## src/rtl/fifo_pkg.sv

```systemverilog
// Shared constants for the FIFO read-side stream stage.
package fifo_pkg;

  localparam int unsigned FIFO_RD_LATENCY    = 1;
  localparam int unsigned FIFO_DEFAULT_WIDTH = 8;

  // Width needed to hold an occupancy count of 0..depth.
  function automatic int unsigned lvl_width(input int unsigned depth);
    return $clog2(depth + 1);
  endfunction

endpackage

```

## src/rtl/rd_skid_buf.sv

```systemverilog
// Circular output buffer that absorbs the FIFO read latency; head entry is a registered output.
module rd_skid_buf
  import fifo_pkg::*;
#(
  parameter int unsigned WIDTH     = FIFO_DEFAULT_WIDTH,
  parameter int unsigned BUF_DEPTH = 2
) (
  input  logic                              clk,
  input  logic                              reset,
  input  logic                              wr_en,
  input  logic [WIDTH-1:0]                  wr_data,
  input  logic                              rd_en,
  output logic [WIDTH-1:0]                  rd_data,
  output logic [lvl_width(BUF_DEPTH)-1:0]   level
);

  localparam int unsigned LVL_W = lvl_width(BUF_DEPTH);
  localparam int unsigned PTR_W = (BUF_DEPTH > 1) ? $clog2(BUF_DEPTH) : 1;
  localparam logic [PTR_W-1:0] LAST_PTR = PTR_W'(BUF_DEPTH - 1);

  logic [WIDTH-1:0] mem_q [BUF_DEPTH];
  logic [PTR_W-1:0] head_q, tail_q;
  logic [LVL_W-1:0] level_q;

  function automatic logic [PTR_W-1:0] next_ptr(input logic [PTR_W-1:0] ptr);
    return (ptr == LAST_PTR) ? '0 : ptr + 1'b1;
  endfunction

  // Storage is cleared on reset so the head word reads as zero while empty.
  always_ff @(posedge clk or negedge reset) begin
    if (!reset) begin
      for (int i = 0; i < BUF_DEPTH; i++) begin
        mem_q[i] <= '0;
      end
      head_q  <= '0;
      tail_q  <= '0;
      level_q <= '0;
    end else begin
      if (wr_en) begin
        mem_q[tail_q] <= wr_data;
        tail_q        <= next_ptr(tail_q);
      end
      if (rd_en) begin
        head_q <= next_ptr(head_q);
      end
      level_q <= level_q + LVL_W'(wr_en) - LVL_W'(rd_en);
    end
  end

  assign rd_data = mem_q[head_q];
  assign level   = level_q;

endmodule

```

## src/rtl/fifo_rd_stream.sv

```systemverilog
// Read-side consumer of the async FIFO: credit-based pop, capture, valid/ready output stream.
// Optional word counter enabled by defining RD_WORD_CNT_EN.
module fifo_rd_stream
  import fifo_pkg::*;
#(
  parameter int unsigned WIDTH     = FIFO_DEFAULT_WIDTH,
  parameter int unsigned BUF_DEPTH = 2,
  parameter int unsigned CNT_WIDTH = 16
) (
  input  logic                            r_clk,
  input  logic                            reset,
  input  logic [WIDTH-1:0]                r_data,
  input  logic                            r_empty,
  output logic                            destination_r_en,
  output logic [WIDTH-1:0]                out_data,
  output logic                            out_valid,
  input  logic                            out_ready,
  output logic [lvl_width(BUF_DEPTH)-1:0] buf_level
`ifdef RD_WORD_CNT_EN
  ,
  output logic [CNT_WIDTH-1:0]            word_cnt
`endif
);

  // One extra slot of headroom covers words still in the FIFO read pipeline.
  localparam int unsigned SUM_W = $clog2(BUF_DEPTH + FIFO_RD_LATENCY + 1);

  logic             inflight_q;
  logic             pop;
  logic             accepted;
  logic [SUM_W-1:0] credit_sum;

  assign out_valid  = (buf_level != '0);
  assign pop        = out_valid & out_ready;
  assign credit_sum = SUM_W'(buf_level) + SUM_W'(inflight_q) - SUM_W'(pop);

  assign destination_r_en = reset & ~r_empty & (credit_sum < SUM_W'(BUF_DEPTH));
  assign accepted         = destination_r_en & ~r_empty;

  always_ff @(posedge r_clk or negedge reset) begin
    if (!reset) begin
      inflight_q <= 1'b0;
    end else begin
      inflight_q <= accepted;
    end
  end

  rd_skid_buf #(
    .WIDTH     (WIDTH),
    .BUF_DEPTH (BUF_DEPTH)
  ) u_skid_buf (
    .clk     (r_clk),
    .reset   (reset),
    .wr_en   (inflight_q),
    .wr_data (r_data),
    .rd_en   (pop),
    .rd_data (out_data),
    .level   (buf_level)
  );

`ifdef RD_WORD_CNT_EN
  logic [CNT_WIDTH-1:0] word_cnt_q;

  always_ff @(posedge r_clk or negedge reset) begin
    if (!reset) begin
      word_cnt_q <= '0;
    end else if (pop) begin
      word_cnt_q <= word_cnt_q + 1'b1;
    end
  end

  assign word_cnt = word_cnt_q;
`else
  // CNT_WIDTH only sizes the counter; keep it referenced when the counter is absent.
  logic [CNT_WIDTH-1:0] unused_cnt_width;
  assign unused_cnt_width = '0;
`endif

endmodule

```

## config.mk

```make
export PLATFORM = sky130hd
export DESIGN_NAME = fifo_rd_stream
export DESIGN_NICKNAME = d
export VERILOG_FILES = /design/src/rtl/fifo_pkg.sv /design/src/rtl/rd_skid_buf.sv /design/src/rtl/fifo_rd_stream.sv
export SDC_FILE = /design/constraint.sdc
export NUM_CORES = 1
export LEC_CHECK = 0
export ABC_AREA = 1
export BUFFER_PORTS_ARGS = -buffer_cell sky130_fd_sc_hd__buf_4
export CAP_MARGIN = 5
export CORE_MARGIN = 5
export CORE_UTILIZATION = 23
export DETAILED_ROUTE_END_ITERATION = 10
export GPL_TIMING_DRIVEN = 0
export PLACE_DENSITY_LB_ADDON = 0.3
export SETUP_SLACK_MARGIN = 0.2
export SLEW_MARGIN = 15
export SYNTH_ARGS = -nofsm -noshare
export SYNTH_HDL_FRONTEND = slang
export SYNTH_SLANG_ARGS = --single-unit
```

## constraint.sdc

```tcl
create_clock -name r_clk -period 1.85 [get_ports r_clk]
set_input_delay 0.37 -clock r_clk [delete_from_list [all_inputs] [get_ports r_clk]]
set_output_delay 0.37 -clock r_clk [all_outputs]
set_load 0.005 [all_outputs]
```

**Word level (Yosys, flattened, before mapping)**

Cells that the tools add are included.

- Memories kept: 0
- ROM bits: 0
- Word-level logic and storage cells: 31
- Bits in registers: 21
- Bits in latches: 0
- Output and inout port bits: 12
- Input bits: 12
- Bits in writable memories: 0

- $lt $le $gt $ge: 4
- Multipliers: 0
- Divide/modulo/power cells: 0
- Add/subtract/negate cells: 4
- Shift-type cells: 0
- Bitwise logic cells: 7
- Reductions and logical operators: 2
- Equality and inequality tests: 0
- Multiplexer cells: 8

Operators with widths:

| kind | number |
|---|---|
| $mux 8 | 4 |
| $bwmux 16 | 1 |
| $demux 8 s1 | 1 |
| $and 1x1->1 | 4 |
| $ge 2x2->1 const B | 2 |
| $not 1->2 | 2 |
| $add 1x1->1 const B | 2 |
| $add 2x1->2 | 1 |
| $lt 2x1->1 const B | 1 |
| $lt 2x2->1 const B | 1 |
| $mux 1 | 2 |
| $reduce_bool 2->1 | 1 |
| $sub 2x1->2 | 1 |
| $logic_and 1x1->1 | 1 |
| $not 1->1 | 1 |

**Longest topological paths before layout**

Gate-level depths: netlist of run 1.

- Depth after elaboration: 6
- Depth in mapped cells: 11

**By module**

From an unflattened synthesis of run 1, not the netlist that was laid out.

- Cell total of the unflattened synthesis: 128
- Area total of the unflattened synthesis: 1023.5 um2

Modules (own cells, without submodules):

| module | times used | cells each | area each (um2) |
|---|---|---|---|
| rd_skid_buf | 1 | 106 | 904.6 |
| fifo_rd_stream | 1 | 22 | 118.9 |

**Worst setup path after synthesis of run 1**

No wires, ideal clock.

- Path type: flip-flop to output port
- Start point: register u_skid_buf.level_q[1] (netlist: u_skid_buf.level[1])
- End point: output destination_r_en
- Cell stages (with the launch flop): 11
- Arrival: 1.366 ns
- Path slack: 0.114 ns
- Path through: dfrtp_1 -> inv_1 -> nand2_1 -> nand2_1 -> inv_1 -> ha_1 -> inv_1 -> ha_1 -> nand3_1 -> nand2_1 -> nor2_1

- Longest elaborated chain between the ends: 5
- Elaborated cells on any way between the ends: 6
- Classes of those cells: add/sub (2); order compare (1); bitwise (2); reduce/logical (1)

RTL lines:

| what | RTL line | text |
|---|---|---|
| start: declaration | rd_skid_buf.sv:23 | `logic [LVL_W-1:0] level_q;` |
| start signal: assignment | rd_skid_buf.sv:46 | `level_q <= level_q + LVL_W'(wr_en) - LVL_W'(rd_en);` |
| $reduce_bool 2->1 | fifo_rd_stream.sv:33 | `assign out_valid = (buf_level != '0);` |
| via out_valid | fifo_rd_stream.sv:16 | `output logic out_valid,` |
| $and 1x1->1 | fifo_rd_stream.sv:34 | `assign pop = out_valid & out_ready;` |
| via pop | fifo_rd_stream.sv:29 | `logic pop;` |
| $sub 2x1->2 | fifo_rd_stream.sv:35 | `assign credit_sum = SUM_W'(buf_level) + SUM_W'(inflight_q) - SUM_W'(pop);` |
| via credit_sum[1] | fifo_rd_stream.sv:31 | `logic [SUM_W-1:0] credit_sum;` |
| $lt 2x2->1 | fifo_rd_stream.sv:37 | `assign destination_r_en = reset & ~r_empty & (credit_sum < SUM_W'(BUF_DEPTH));` |
| $and 1x1->1 | fifo_rd_stream.sv:37 |  |
| end: declaration | fifo_rd_stream.sv:14 | `output logic destination_r_en,` |

The timed path passes the listed nets, and every way through them passes these cells.

**Worst setup path in the final report of run 1**

- Start point: register u_skid_buf.level_q[0] (netlist: u_skid_buf.level[0])
- End point: register u_skid_buf.head_q

- Longest elaborated chain between the ends: 2

RTL lines:

| what | RTL line | text |
|---|---|---|
| $reduce_bool 2->1 | fifo_rd_stream.sv:33 |  |
| $and 1x1->1 | fifo_rd_stream.sv:34 |  |
| end signal: assignment | rd_skid_buf.sv:44 | `head_q <= next_ptr(head_q);` |
| end: declaration | rd_skid_buf.sv:22 | `logic [PTR_W-1:0] head_q, tail_q;` |

Every way passes these cells.
A chain may end at the register's enable or synchronous reset.

==> flow_summary.ini, run 1 <==
[synth]
ys.flop_type = dfrtp_1
synth_compound_area_frac = 0.1117
ys_seq_elements = 21
synth-edff-count = 0
postSynthCellCount = 116
synth_cell_types = 16
synthArstFlopShare = 1.000
avgSynthCellArea_um2 = 8.500
synth_top_family_by_area = simple AND/OR/NAND/NOR gates
yosys.area_share.simple = 0.2157
syn_area_um2 = 985.9
synth_xor_xnor_area_share = 0.008883
yosysWarnings = 0
synth_fp_nets = 130
yosysSeqAreaShare = 0.5330
synth-adder-area-share = 0.02538
synthMuxAreaShare = 0

[cells_and_area]
final_cell_mix = nand2_1, buf_4, dfrtp_1
final_area_um2 = 1501
seqCellArea_um2 = 525.5
fin_nets = 177
multiInputGateArea_um2 = 396.6
instances_no_fill = 212
area_growth_pct = 52.28
final_common_cell = nand2_1
drive_gt1_frac = 0.4321
postLayoutCoreUtil = 0.3674
antenna_cells = 0
fillers = 426

[setup_path]
crit_fanout = 2
worst-endpoint-required_ns = 2.00
startpoint = u_skid_buf.level[0]
timing.rr.start = u_skid_buf.level[0]
timing.rr.end = u_skid_buf.head_q
r2r_slack_ns = -0.18
cp.arrival_ns = 2.18
crit_end = u_skid_buf.head_q
r2r.worst_path.cells = 16
critPathCaptureType = register
path_class = register to register
worstSetupStartpointType = register

[power]
p_sw_frac = 0.3584
peakVddDrop_mv = 0.4823
power_per_cell_area_nw_per_um2 = 1649
intPower_mw = 1.589
p_leak_nw = 0.8028
switchingPower_mw = 0.8874
p_total_mw = 2.476
p_seq_frac = 0.325
clkPwrFrac = 0.121
p_comb_frac = 0.554

[placement]
place_area_um2 = 1221
io_buffers = 23
dp_slack_ns = -0.03748
dp_cells = 189
dp_hpwl_um = 1527
gp_congestion = 0.6994

[clock_tree]
cts_max_path_buffers = 2
cts_made_buffers = 3
cts_tree = done
cts_sinks = 21
cts.clk_slew.worst_paths_ns = 0.07
cts_root_buffer = clkbuf_8
clock_latency_ns = 0.26
cts_max_level = 1

[detailed_routing]
num_vias = 886
via_per_inst = 4.179
drcViolationCount = 0
drtIter0Drc = 56
routed_wl_um = 2418
ant_nets = 0
drt-pass1-iter-count = 4
wire_per_inst_um = 11.41

[timing]
setup_viol = 2
worstMarginPinSlew_ns = 0.9510
setup_tns_ns = -0.3505
hold_viol = 0
period_share = 1.097
hold-worst-slack_ns = 0.3538
slew_headroom = 0.3639
fmax_mhz = 492.8
setup_ws_ns = -0.1792
rsz0062_at_grt = true
finClkSkew_ns = 0.002626
fin_crit_ns = 2.029
finalMaxSlewViolations = 0

[floorplanning]
dieArea_um2 = 5696
initial_utilization = 0.2413
std_cell_rows = 23
core_area_um2 = 4086
die_w_um = 75.48
num_io_pins = 24
die_h_um = 75.48

[global_routing]
track_usage = 0.09576
antenna_found_initial = 0
globalRouteOverflowTotal = 0
grt_pass1_wl_um = 4029
first_global_vias = 887
grt_max_degree = 22

[hold_path]
hold_start = r_empty
min_path_type = primary input to register

[job]
max_cap_viol_count = 0

[run_status]
status = finished, violations left
violations = negative setup slack
worst min path at each step:
| stage | cells after the start | endpoint | slack (ns) |
|---|---|---|---|
| after floorplan | 0 | inflight_q | 0.07 |
| after global placement | 1 | u_skid_buf.level[1] | 0.27 |
| after detailed placement | 1 | u_skid_buf.level[1] | 0.27 |
| after CTS | 4 | inflight_q | 0.35 |
| after global routing | 4 | inflight_q | 0.37 |
| final | 4 | inflight_q | 0.35 |
synth_stat cells, types with 2 or more instances:
master,instances,area [um^2]
o21ai_2,8,70.07
o21ai_0,8,40.04
dfrtp_1,21,525.5
inv_1,16,60.06
nand2_1,50,187.7
nor2_1,2,7.510
ha_1,2,25.02
cells by family (layout without fill, tap and decap cells):
kind of cell    after synthesis  in the layout
flops                        21             21
fa+ha+maj                     2              2
xor+xnor                      1              1
compound gates               16             16
simple gates                 55             55
buf+inv                      21             67
area by class of cell:
class / instances / area share
repair buffers: 42 / 0.2392
multi-input cells: 74 / 0.2642
inverters: 17 / 0.04583
well taps: 50 / 0.04167
clock buffers: 3 / 0.02750
flip-flops and latches: 21 / 0.3500
clock inverters: 1 / 0.003333
plain buffers: 4 / 0.02833
sequential cells by signal, summed over array words and instances, names as in the netlist:
signal / cells
u_skid_buf.head_q: 1
inflight_q: 1
u_skid_buf.level: 2
u_skid_buf.mem_q: 16
u_skid_buf.tail_q: 1
routing by layer:
metal  wire, um  up-vias  global-route usage
met1       1093      416              0.1202
met4         50        0             0.05825
met2       1153       20              0.1544
li1           -      446                   -
met3        120        4             0.01451
met5          0        -                   0
power by group through the flow:
stage	Clock (mW)	Sequential [mW]	Combinational, mW
2_1_floorplan	0	0.786	0.568
3_3_place_gp	0	0.796	0.949
3_5_place_dp	0	0.807	0.977
4_1_cts	0.306	0.802	1.30
5_1_grt	0.332	0.838	1.53
6_report	0.299	0.805	1.37
critical path, cell delays in order (launching register included):
cell and delay (ns):
dfrtp_1 0.37, inv_2 0.05, nand2_2 0.07, nand2_2 0.06
buf_4 0.13, buf_6 0.10, buf_6 0.10, buf_6 0.10
buf_6 0.10, buf_6 0.10, buf_6 0.10, buf_6 0.10
buf_6 0.10, buf_6 0.10, buf_6 0.10, buf_6 0.10
xor2_1 0.13
repair_timing:
item | CTS | global route
setup endpoints to repair | 9 | 10
pin swaps | 7 | 3
resized for setup | 26 | 2
setup buffers | 15 | 3
hold buffers | 1 | 0
hold endpoints to repair | 21 | 0
(Power assumes the default switching activity.)
==> run 2: changes to the inputs <==
--- a/config.mk
+++ b/config.mk
@@ -6,6 +6,7 @@
 export NUM_CORES = 1
 export LEC_CHECK = 0
 export ABC_AREA = 1
+export ABC_CLOCK_PERIOD_IN_PS = 1850
 export BUFFER_PORTS_ARGS = -buffer_cell sky130_fd_sc_hd__buf_4
 export CAP_MARGIN = 5
 export CORE_MARGIN = 5
==> constraint.sdc (replaced) <==
create_clock -name r_clk -period 1.85 [get_ports r_clk]
set_input_delay 0.37 -clock r_clk [delete_from_list [all_inputs] [get_ports r_clk]]
set_output_delay 0.37 -clock r_clk [all_outputs]
set_load 0.05 [all_outputs]
==> run 2 against run 1 <==
  * The run still ends with negative setup slack left
  * Hold slack better by 0.016 ns
  * Maximum frequency down 4.2%
  * Global-route usage shrank 0.85 points
  * Cell count fell by 4.7%
  * Critical path depth shrank 5
  * Clock skew is 0.0021 ns lower
  * Flip-flop and latch count stayed put
  * Register-to-register slack improved by 0.50 ns
  * Sequential share of layout area increased by 1.8 points
  * First-iteration DRC count down 50%
  * Routed wire length fell by 8.1%
  * Worst setup slack worse by 0.090 ns
  * Critical endpoint is now destination_r_en
  * Highest routed layer unchanged
==> flow_summary.ini, run 2 (synthesized netlist as in run 1, its figures left out) <==
[setup_path]
path_class = register to output port
critPathCaptureType = output port
worstSetupStartpointType = register
worst-endpoint-required_ns = 1.48
r2r_slack_ns = 0.32
timing.rr.start = u_skid_buf.level[0]
cp.arrival_ns = 1.75
timing.rr.end = inflight_q
r2r.worst_path.cells = 12
crit_fanout = 2

[timing]
rsz0062_at_grt = true
period_share = 1.146
fin_crit_ns = 2.119
fmax_mhz = 471.9
hold_viol = 0
setup_ws_ns = -0.2692
worstMarginPinSlew_ns = 0.9288
slew_headroom = 0.3808
finalMaxSlewViolations = 0
setup_viol = 1
hold-worst-slack_ns = 0.3701
finClkSkew_ns = 0.0004815

[cells_and_area]
seqCellArea_um2 = 528.0
multiInputGateArea_um2 = 422.9
top_register = u_skid_buf.mem_q
fillers = 431
final_common_cell = nand2_1
antenna_cells = 0
drive_gt1_frac = 0.4145
final_cell_mix = nand2_1, buf_4, dfrtp_1
area_growth_pct = 45.56
largest_reg_flops = 16
fin_nets = 167

[clock_tree]
cts_root_buffer = clkbuf_8
cts_max_path_buffers = 2
cts_made_buffers = 3
cts.clk_slew.worst_paths_ns = 0.08
clock_latency_ns = 0.26
cts_max_level = 1
cts_tree = done
cts_sinks = 21

[detailed_routing]
drt-pass1-iter-count = 4
drcViolationCount = 0
ant_nets = 0
num_vias = 842
routed_wl_um = 2221
wire_per_inst_um = 11.00
via_per_inst = 4.168
drtIter0Drc = 28

[run_status]
status = finished, violations left
violations = negative setup slack

[floorplanning]
die_w_um = 75.48
num_io_pins = 24
dieArea_um2 = 5696
std_cell_rows = 23
core_area_um2 = 4086
die_h_um = 75.48
initial_utilization = 0.2413

[job]
max_cap_viol_count = 0

[global_routing]
grt_max_degree = 22
globalRouteOverflowTotal = 0
first_global_vias = 878
antenna_found_initial = 0
grt_pass1_wl_um = 3726
track_usage = 0.08725

[placement]
gp_congestion = 0.6907
io_buffers = 23
dp_slack_ns = -0.1104
dp_hpwl_um = 1544

[hold_path]
holdPathEnd = u_skid_buf.mem_q[14]
hold_depth = 3
hold_start = r_data[6]
min_path_type = primary input to register
-- run 2: cell count changes in the layout (fill, tap and decap cells not counted), sizes merged --
cell | before | now
dlymetal6s4s | 0 | 1
dlygate4sd3 | 1 | 0
buf | 44 | 34
-- run 2: worst max-delay path by stage --
stage,startpoint,to,cells past startpoint
5_1_grt,u_skid_buf.level[0],destination_r_en,11
2_1_floorplan,u_skid_buf.level[1],destination_r_en,10
3_3_place_gp,u_skid_buf.level[1],destination_r_en,12
3_5_place_dp,u_skid_buf.level[0],destination_r_en,12
6_report,u_skid_buf.level[0],destination_r_en,11
4_1_cts,u_skid_buf.level[1],destination_r_en,12
-- run 2: through the flow --
step           instance area [um^2]  cells    util  TNS (ns)
6_report                       1435    202  0.3512   -0.2692
5_1_grt                        1435    202  0.3512   -0.3488
4_1_cts                        1413    201  0.3457   -0.2602
3_5_place_dp                   1262    189  0.3089   -0.1104
3_3_place_gp                   1262    189  0.3089  -0.09587
2_1_floorplan                  1027    116       -   -0.2654
-- run 2: per-layer routing --
layer,wire (um),track usage,share of wire
met2,1132,0.1544,0.51
met1,919,0.09740,0.41
met3,127,0.02111,0.057
met4,41,0.04272,0.018
met5,0,0,0
-- run 2: worst max-delay path, stage by stage, from the launching register on --
cell and delay (ns):
dfrtp_2 0.42, inv_4 0.08, nand2_8 0.05, nand2_4 0.06, inv_4 0.03, ha_4 0.25
inv_2 0.03, ha_4 0.15, nand3_2 0.05, nand2_2 0.07, nor2_4 0.12, buf_8 0.15
-- run 2: cell type report --
cell class	instances	share of cell area
clock inverters	1	0.003487
well taps	50	0.04359
plain buffers	4	0.02964
inverters	17	0.05318
flip-flops and latches	21	0.3679
multi-input cells	74	0.2947
clock buffers	3	0.02877
repair buffers	32	0.1787
-- run 2: what timing repair did --
| action | CTS | global route |
|---|---|---|
| endpoints found under the setup margin | 9 | 4 |
| pin swaps | 7 | 5 |
| resized for setup | 10 | 6 |
| hold endpoints to repair | 21 | 0 |
| hold buffers | 1 | 0 |
| buffers inserted | 7 | 1 |
Power of run 2 is not shown: default switching activity piles up to over one toggle a cycle in this logic, so the estimate is an artifact.
